--- src/rtl/rsa_pkg.sv ---
// ----------------------------------------------------------------------------
// rsa_pkg
// Shared definitions for the RSA datapath blocks around the FME core:
//   - fsm_state_e : arbiter FSM encoding (IDLE/LAUNCH/WAIT/RETIRE, 2 bits)
//   - OWNER_ENC / OWNER_DEC : owner/grant encoding (0 = encrypt, 1 = decrypt)
//   - DEF_WIDTH : default operand/result width
// ----------------------------------------------------------------------------
package rsa_pkg;

    localparam int DEF_WIDTH = 32;

    localparam logic OWNER_ENC = 1'b0;
    localparam logic OWNER_DEC = 1'b1;

    typedef enum logic [1:0] {
        ST_IDLE   = 2'd0,
        ST_LAUNCH = 2'd1,
        ST_WAIT   = 2'd2,
        ST_RETIRE = 2'd3
    } fsm_state_e;

endpackage : rsa_pkg

--- src/rtl/fme_arbiter_if.sv ---
// ----------------------------------------------------------------------------
// fme_arbiter_if
// Bundles every signal of the FME arbiter except clock and reset.
//   requester side : enc_* / dec_* (req + operands in, done out),
//                    result, err, busy, owner
//   core side      : fme_start, fme_base/exp/mod out; fme_done, fme_result in
// Modports:
//   slave  - the arbiter's view
//   master - the environment's view (requesters and FME core)
// ----------------------------------------------------------------------------
interface fme_arbiter_if #(
    parameter int WIDTH = rsa_pkg::DEF_WIDTH
);
    // Encrypt requester (port 0)
    logic             enc_req;
    logic [WIDTH-1:0] enc_base;
    logic [WIDTH-1:0] enc_exp;
    logic [WIDTH-1:0] enc_mod;
    logic             enc_done;

    // Decrypt requester (port 1)
    logic             dec_req;
    logic [WIDTH-1:0] dec_base;
    logic [WIDTH-1:0] dec_exp;
    logic [WIDTH-1:0] dec_mod;
    logic             dec_done;

    // Shared return path and status
    logic [WIDTH-1:0] result;
    logic             err;
    logic             busy;
    logic             owner;

    // FME core
    logic             fme_start;
    logic [WIDTH-1:0] fme_base;
    logic [WIDTH-1:0] fme_exp;
    logic [WIDTH-1:0] fme_mod;
    logic             fme_done;
    logic [WIDTH-1:0] fme_result;

    modport slave (
        input  enc_req, enc_base, enc_exp, enc_mod,
        input  dec_req, dec_base, dec_exp, dec_mod,
        input  fme_done, fme_result,
        output enc_done, dec_done, result, err, busy, owner,
        output fme_start, fme_base, fme_exp, fme_mod
    );

    modport master (
        output enc_req, enc_base, enc_exp, enc_mod,
        output dec_req, dec_base, dec_exp, dec_mod,
        output fme_done, fme_result,
        input  enc_done, dec_done, result, err, busy, owner,
        input  fme_start, fme_base, fme_exp, fme_mod
    );

endinterface : fme_arbiter_if

--- src/rtl/fme_arbiter_rr_grant2.sv ---
// ----------------------------------------------------------------------------
// rr_grant2
// Combinational two-way round-robin grant.
//   req0_i  : request from port 0
//   req1_i  : request from port 1
//   last_i  : port that was served last
//   gnt_o   : winning port (only meaningful when any_o = 1)
//   any_o   : at least one request is present
// A lone request always wins; on a tie the port that was not served last wins.
// ----------------------------------------------------------------------------
module rr_grant2 (
    input  logic req0_i,
    input  logic req1_i,
    input  logic last_i,
    output logic gnt_o,
    output logic any_o
);

    always_comb begin
        any_o = req0_i | req1_i;
        if (req0_i && req1_i) begin
            gnt_o = ~last_i;
        end else begin
            gnt_o = req1_i;
        end
    end

endmodule : rr_grant2

--- src/rtl/fme_arbiter.sv ---
// ----------------------------------------------------------------------------
// fme_arbiter
// Shares one fast-modular-exponentiation core between the encrypt path
// (port 0, enc_*) and the decrypt path (port 1, dec_*). Picks a requester,
// registers its operands onto fme_*, pulses fme_start, waits for fme_done
// (bounded by a watchdog) and returns result/err with a one-cycle done pulse
// on the owner's port.
// Ports:
//   clk     : rising-edge clock
//   rst_n   : asynchronous active-low reset (shared with the FME core)
//   arb_if  : fme_arbiter_if.slave - requester and core signals
// Parameters:
//   WIDTH   : operand/result width; must match arb_if's WIDTH
//   TIMEOUT : WAIT cycles allowed before the job is aborted (>= 2)
// ----------------------------------------------------------------------------
module fme_arbiter
    import rsa_pkg::*;
#(
    parameter int WIDTH   = DEF_WIDTH,
    parameter int TIMEOUT = 4096
) (
    input  logic          clk,
    input  logic          rst_n,
    fme_arbiter_if.slave  arb_if
);

    localparam int               CNT_W    = $clog2(TIMEOUT + 1);
    localparam logic [CNT_W-1:0] CNT_LAST = CNT_W'(TIMEOUT - 1);

    fsm_state_e       state_q, state_d;
    logic             owner_q, owner_d;
    logic             last_owner_q, last_owner_d;
    logic [CNT_W-1:0] count_q, count_d;
    logic [WIDTH-1:0] base_q, base_d;
    logic [WIDTH-1:0] exp_q, exp_d;
    logic [WIDTH-1:0] mod_q, mod_d;
    logic [WIDTH-1:0] result_q, result_d;
    logic             err_q, err_d;

    logic             gnt;
    logic             any_req;
    logic [WIDTH-1:0] sel_base;
    logic [WIDTH-1:0] sel_exp;
    logic [WIDTH-1:0] sel_mod;

    rr_grant2 u_rr_grant2 (
        .req0_i (arb_if.enc_req),
        .req1_i (arb_if.dec_req),
        .last_i (last_owner_q),
        .gnt_o  (gnt),
        .any_o  (any_req)
    );

    // Operands of whichever port would win this cycle; only captured in IDLE,
    // so a non-owner's operands are never sampled mid-job.
    assign sel_base = (gnt == OWNER_DEC) ? arb_if.dec_base : arb_if.enc_base;
    assign sel_exp  = (gnt == OWNER_DEC) ? arb_if.dec_exp  : arb_if.enc_exp;
    assign sel_mod  = (gnt == OWNER_DEC) ? arb_if.dec_mod  : arb_if.enc_mod;

    always_comb begin
        // NOTE: every next-state value takes its hold value first, so no path
        // through the case statement leaves a signal unassigned (no latches).
        state_d      = state_q;
        owner_d      = owner_q;
        last_owner_d = last_owner_q;
        count_d      = count_q;
        base_d       = base_q;
        exp_d        = exp_q;
        mod_d        = mod_q;
        result_d     = result_q;
        err_d        = err_q;

        unique case (state_q)
            ST_IDLE: begin
                if (any_req) begin
                    owner_d = gnt;
                    base_d  = sel_base;
                    exp_d   = sel_exp;
                    mod_d   = sel_mod;
                    // x mod 0 is undefined: abort without ever starting the core.
                    if (sel_mod == '0) begin
                        result_d = '0;
                        err_d    = 1'b1;
                        state_d  = ST_RETIRE;
                    end else begin
                        state_d  = ST_LAUNCH;
                    end
                end
            end

            ST_LAUNCH: begin
                count_d = '0;
                state_d = ST_WAIT;
            end

            ST_WAIT: begin
                // fme_done is only honoured here; late or spurious pulses in
                // any other state fall through untouched.
                if (arb_if.fme_done) begin
                    result_d = arb_if.fme_result;
                    err_d    = 1'b0;
                    state_d  = ST_RETIRE;
                end else if (count_q == CNT_LAST) begin
                    result_d = '0;
                    err_d    = 1'b1;
                    state_d  = ST_RETIRE;
                end else begin
                    count_d  = count_q + 1'b1;
                end
            end

            ST_RETIRE: begin
                last_owner_d = owner_q;
                state_d      = ST_IDLE;
            end

            default: begin
                state_d = ST_IDLE;
            end
        endcase
    end

    always_ff @(posedge clk or negedge rst_n) begin
        if (!rst_n) begin
            // NOTE: all state is reset here, including the wide operand and
            // result registers, because they drive ports that must read 0
            // straight after reset.
            state_q      <= ST_IDLE;
            owner_q      <= OWNER_ENC;
            last_owner_q <= OWNER_DEC;
            count_q      <= '0;
            base_q       <= '0;
            exp_q        <= '0;
            mod_q        <= '0;
            result_q     <= '0;
            err_q        <= 1'b0;
        end else begin
            // NOTE: non-blocking assignments so every register updates from
            // the same pre-edge values regardless of statement order.
            state_q      <= state_d;
            owner_q      <= owner_d;
            last_owner_q <= last_owner_d;
            count_q      <= count_d;
            base_q       <= base_d;
            exp_q        <= exp_d;
            mod_q        <= mod_d;
            result_q     <= result_d;
            err_q        <= err_d;
        end
    end

    // Moore outputs
    assign arb_if.fme_start = (state_q == ST_LAUNCH);
    assign arb_if.enc_done  = (state_q == ST_RETIRE) && (owner_q == OWNER_ENC);
    assign arb_if.dec_done  = (state_q == ST_RETIRE) && (owner_q == OWNER_DEC);
    assign arb_if.busy      = (state_q != ST_IDLE);
    assign arb_if.owner     = owner_q;
    assign arb_if.fme_base  = base_q;
    assign arb_if.fme_exp   = exp_q;
    assign arb_if.fme_mod   = mod_q;
    assign arb_if.result    = result_q;
    assign arb_if.err       = err_q;

endmodule : fme_arbiter

--- src/flat_wrapper.sv ---
// flat-port wrapper written by rule: the top's interface ports become plain ports
module fme_arbiter_flat import rsa_pkg::*;
#(
    parameter int WIDTH   = DEF_WIDTH,
    parameter int TIMEOUT = 4096
)
  (clk, rst_n, arb_if_enc_req, arb_if_enc_base, arb_if_enc_exp, arb_if_enc_mod, arb_if_dec_req, arb_if_dec_base, arb_if_dec_exp, arb_if_dec_mod, arb_if_fme_done, arb_if_fme_result, arb_if_enc_done, arb_if_dec_done, arb_if_result, arb_if_err, arb_if_busy, arb_if_owner, arb_if_fme_start, arb_if_fme_base, arb_if_fme_exp, arb_if_fme_mod);
  fme_arbiter_if #(.WIDTH(WIDTH)) arb_if_i ();
  input  logic clk;
  input  logic rst_n;
  input wire logic [$bits(arb_if_i.enc_req)-1:0] arb_if_enc_req;
  input wire logic [$bits(arb_if_i.enc_base)-1:0] arb_if_enc_base;
  input wire logic [$bits(arb_if_i.enc_exp)-1:0] arb_if_enc_exp;
  input wire logic [$bits(arb_if_i.enc_mod)-1:0] arb_if_enc_mod;
  input wire logic [$bits(arb_if_i.dec_req)-1:0] arb_if_dec_req;
  input wire logic [$bits(arb_if_i.dec_base)-1:0] arb_if_dec_base;
  input wire logic [$bits(arb_if_i.dec_exp)-1:0] arb_if_dec_exp;
  input wire logic [$bits(arb_if_i.dec_mod)-1:0] arb_if_dec_mod;
  input wire logic [$bits(arb_if_i.fme_done)-1:0] arb_if_fme_done;
  input wire logic [$bits(arb_if_i.fme_result)-1:0] arb_if_fme_result;
  output wire logic [$bits(arb_if_i.enc_done)-1:0] arb_if_enc_done;
  output wire logic [$bits(arb_if_i.dec_done)-1:0] arb_if_dec_done;
  output wire logic [$bits(arb_if_i.result)-1:0] arb_if_result;
  output wire logic [$bits(arb_if_i.err)-1:0] arb_if_err;
  output wire logic [$bits(arb_if_i.busy)-1:0] arb_if_busy;
  output wire logic [$bits(arb_if_i.owner)-1:0] arb_if_owner;
  output wire logic [$bits(arb_if_i.fme_start)-1:0] arb_if_fme_start;
  output wire logic [$bits(arb_if_i.fme_base)-1:0] arb_if_fme_base;
  output wire logic [$bits(arb_if_i.fme_exp)-1:0] arb_if_fme_exp;
  output wire logic [$bits(arb_if_i.fme_mod)-1:0] arb_if_fme_mod;
  assign arb_if_i.enc_req = arb_if_enc_req;
  assign arb_if_i.enc_base = arb_if_enc_base;
  assign arb_if_i.enc_exp = arb_if_enc_exp;
  assign arb_if_i.enc_mod = arb_if_enc_mod;
  assign arb_if_i.dec_req = arb_if_dec_req;
  assign arb_if_i.dec_base = arb_if_dec_base;
  assign arb_if_i.dec_exp = arb_if_dec_exp;
  assign arb_if_i.dec_mod = arb_if_dec_mod;
  assign arb_if_i.fme_done = arb_if_fme_done;
  assign arb_if_i.fme_result = arb_if_fme_result;
  assign arb_if_enc_done = arb_if_i.enc_done;
  assign arb_if_dec_done = arb_if_i.dec_done;
  assign arb_if_result = arb_if_i.result;
  assign arb_if_err = arb_if_i.err;
  assign arb_if_busy = arb_if_i.busy;
  assign arb_if_owner = arb_if_i.owner;
  assign arb_if_fme_start = arb_if_i.fme_start;
  assign arb_if_fme_base = arb_if_i.fme_base;
  assign arb_if_fme_exp = arb_if_i.fme_exp;
  assign arb_if_fme_mod = arb_if_i.fme_mod;
  fme_arbiter #(.WIDTH(WIDTH), .TIMEOUT(TIMEOUT)) u_core (.clk(clk), .rst_n(rst_n), .arb_if(arb_if_i));
endmodule
--- config.mk ---
export PLATFORM = sky130hd
export DESIGN_NAME = fme_arbiter_flat
export DESIGN_NICKNAME = d
export VERILOG_FILES = /design/src/rtl/rsa_pkg.sv /design/src/rtl/fme_arbiter_if.sv /design/src/rtl/fme_arbiter_rr_grant2.sv /design/src/rtl/fme_arbiter.sv /design/src/flat_wrapper.sv
export SDC_FILE = /design/constraint.sdc
export NUM_CORES = 1
export LEC_CHECK = 0
export CAP_MARGIN = 20
export CORE_MARGIN = 5
export CORE_UTILIZATION = 40
export CTS_BUF_LIST = sky130_fd_sc_hd__clkbuf_4 sky130_fd_sc_hd__clkbuf_8
export CTS_CLUSTER_SIZE = 24
export DETAILED_ROUTE_END_ITERATION = 7
export GPL_TIMING_DRIVEN = 0
export HOLD_SLACK_MARGIN = 0.02
export PLACE_DENSITY_LB_ADDON = 0.25
export SKIP_CTS_REPAIR_TIMING = 1
export SLEW_MARGIN = 10
export SYNTH_ARGS = -nofsm -noshare
export SYNTH_HDL_FRONTEND = slang
export SYNTH_SLANG_ARGS = --single-unit
--- constraint.sdc ---
create_clock -name clk -period 3.9 [get_ports clk]
set_clock_uncertainty 0.05 [all_clocks]
set_input_delay 0.975 -clock clk [delete_from_list [all_inputs] [get_ports clk]]
set_output_delay 0.975 -clock clk [all_outputs]
set_load 0.1 [all_outputs]
==> flow_summary_export.csv <==
group,metric,value,unit
status,status,"completed",
routing,viasPerCell,5.42,
global_route,antenna_found_initial,1,
flow_run,drv_cap,0,
clock_network,cts_tree,"built",
global_route,grt_pass1_vias,7771,
critical_path,path_class,"reg -> out",
routing,drc,0,
die,core_area,18600,um^2
synth,synth.largest_area_cell,"dfrtp_1",
synth,synth_top_cell_area_share,48.2,%
synth,synth_area_leaders,"dfrtp_1 (48%), mux2i_1 (13%), nand2_1 (7.1%), o21ai_0 (6.7%), a2bb2oi_1 (3.7%)",
synth,synth-edff-count,0,
placement,gp_congestion,0.872,
timing,hold_viol,0,
timing,slew_violations,0,
die,ios,363,
final_layout,nNetsFinal,1395,
final_layout,fillCellCount,1603,
critical_path,worst_path_max_delay_cell,"clkdlybuf4s50_1",
synth,ys_warn_count,0,
final_layout,area_growth,57.4,%
critical_path,startpoint_type,"flip-flop",
critical_path,path_cells,"inv_1 -> ha_1 -> inv_2 -> clkdlybuf4s50_1",
clock_network,numCtsBuffers,17,
timing,max_freq,279,MHz
final_layout,drive_above_1_share,4.69,%
routing,finalWirelength,29.1,mm
die,fp.dieW,147,um
critical_path,cp-end-kind,"output port",
synth,syn_area,7530,um^2
clock_network,cts.sink_count,146,
synth,synth_compound_area_share,15.3,%
timing,period_share,91.9,%
synth,synthMuxAreaShare,12.9,%
timing,rsz0062_at_grt,"false",
global_route,grt_pass1_wl,43.7,mm
final_layout,fin_cells,1408,
clock_network,cts_buffer_depth,2,
timing,setup-violations-final,0,
clock_network,insertion_delay,0.46,ns
die,start_util,40.4,%
clock_network,h-tree-depth,4,
synth,synth_top_family_by_area,"simple AND/OR/NAND/NOR gates",
placement,port_buffers,362,
global_route,grt_usage,25.9,%
global_route,grt_overflow_total,0,
synth,synthArstFlopShare,100,%
placement,dp_hpwl,22.8,mm
routing,vias,7626,
timing,min_period,3.59,ns
synth,synth_common_cells,"dfrtp_1 (145), nand2_1 (143), o21ai_0 (101)",
critical_path,cpPeakStageDelay,1.18,ns
die,die_h,147,um
synth,ys.flop_type,"dfrtp_1",
die,fp-row-count,50,
routing,firstDrtPassIters,4,
timing,worst_slew_pin_slew,1.13,ns
synth,synthCells,779,
critical_path,path_max_fanout,7,
clock_network,clk_root_buffer_cell,"clkbuf_8",
synth,ys_ff_latch,146,
routing,wl_per_cell,20.6,um
final_layout,ff_latch_area,3650,um^2
synth,synthAdderAreaFrac,0.830,%
critical_path,crit_arrival,2.56,ns
min_path,hold_path_class,"in -> async",
synth,synth.most_common_cell,"dfrtp_1",
synth,seq_area_frac_synth,48.5,%
timing,slew_headroom,24.5,%
routing,drtAntennaViolNets,0,
critical_path,required,2.87,ns
clock_network,clkTransAtPathRegs,0.09,ns
synth,synth_cell_types,46,
synth,synthXorXnorAreaFrac,0.814,%
synth,synthSimpleGateAreaFrac,17.7,%
final_layout,multi_input_area,3580,um^2
placement,place_inst,1376,
synth,syn_avg_cell_area,9.67,um^2
synth,syn_nets,1013,
die,dieArea,21700,um^2
global_route,grt_max_degree,98,
routing,drtIter0Drc,424,
==> stage by stage <==
step	utilization [%]	hold WS (ns)	area (um^2)	setup TNS, ns	worst slack, ns
after global placement	61.4	0.411	11400	-620.06	-4.27
after global routing	63.6	0.350	11900	0	0.210
after CTS	63.6	0.350	11900	0	0.292
after floorplan	-	0.437	7530	0	0.637
after detailed placement	61.6	0.419	11500	-0.753	-0.0708
final	63.6	0.348	11900	0	0.314
==> final timing paths <==
check	start	end	slack [ns]	cells after the start
worst max-delay path	u_core.state_q[0]$_DFFE_PN0P_	arb_if_busy	0.31	4
worst min-delay path	rst_n	u_core.arb_if.fme_base[14]$_DFFE_PN0P_	0.35	1
worst max register to register	u_core.state_q[0]$_DFFE_PN0P_	u_core.arb_if.fme_exp[7]$_DFFE_PN0P_	1.00	8
worst min register to register	u_core.arb_if.fme_exp[6]$_DFFE_PN0P_	u_core.arb_if.fme_exp[6]$_DFFE_PN0P_	0.43	2
max in group asynchronous	rst_n	u_core.count_q[0]$_DFFE_PN0P_	2.60	2
min in group clk	u_core.arb_if.fme_exp[6]$_DFFE_PN0P_	u_core.arb_if.fme_exp[6]$_DFFE_PN0P_	0.43	2
==> cell type report <==
type | instances | share of cell area, %
repair buffers | 363 | 30.8
flip-flops and latches | 146 | 30.8
multi-input cells | 565 | 30.2
well taps | 234 | 2.47
plain buffers | 65 | 2.39
clock buffers | 18 | 2.09
clock inverters | 13 | 1.08
inverters | 3 | 0.0949
diodes | 1 | 0.0211
==> routing by layer <==
layer / GRT usage [%] / part of all wire (%)
met2: 45.0 / 50
met4: 9.46 / 3.3
met3: 8.27 / 8.0
met5: 0 / 0
met1: 30.0 / 39
==> worst max-delay path, delay by kind of cell (launching register included) <==
kind                       cells  cell delay [ns]
DFF                            1             0.41
adders and majority gates      1             0.27
buffers and inverters          3             1.43
==> placed cells by master (no fill, tap or decap), types with 32 or more instances in the layout <==
cell	n
or4_1	33
o21ai_0	101
nand2_1	143
mux2i_1	96
dfrtp_1	145
o211ai_1	32
clkbuf_1	42
a2bb2oi_1	32
clkdlybuf4s50_1	361
nand3_1	41
==> state kept, by name, summed over array words and instances, names as in the netlist, 2 cells and up <==
register and count:
u_core.arb_if.result 32, u_core.state_q 2, u_core.arb_if.fme_base 32, u_core.count_q 13, u_core.arb_if.fme_mod 32, u_core.arb_if.fme_exp 32
==> kinds of logic after synthesis <==
group	after synthesis
and+or+nand+nor	273
xor gates and xnor gates	7
DFF	146
adders and majority gates	5
muxes	97
buffers and inverters	68
AOI/OAI and AO/OA	183
Power is not shown: default switching activity piles up to over one toggle a cycle in this logic, so the estimate is an artifact.
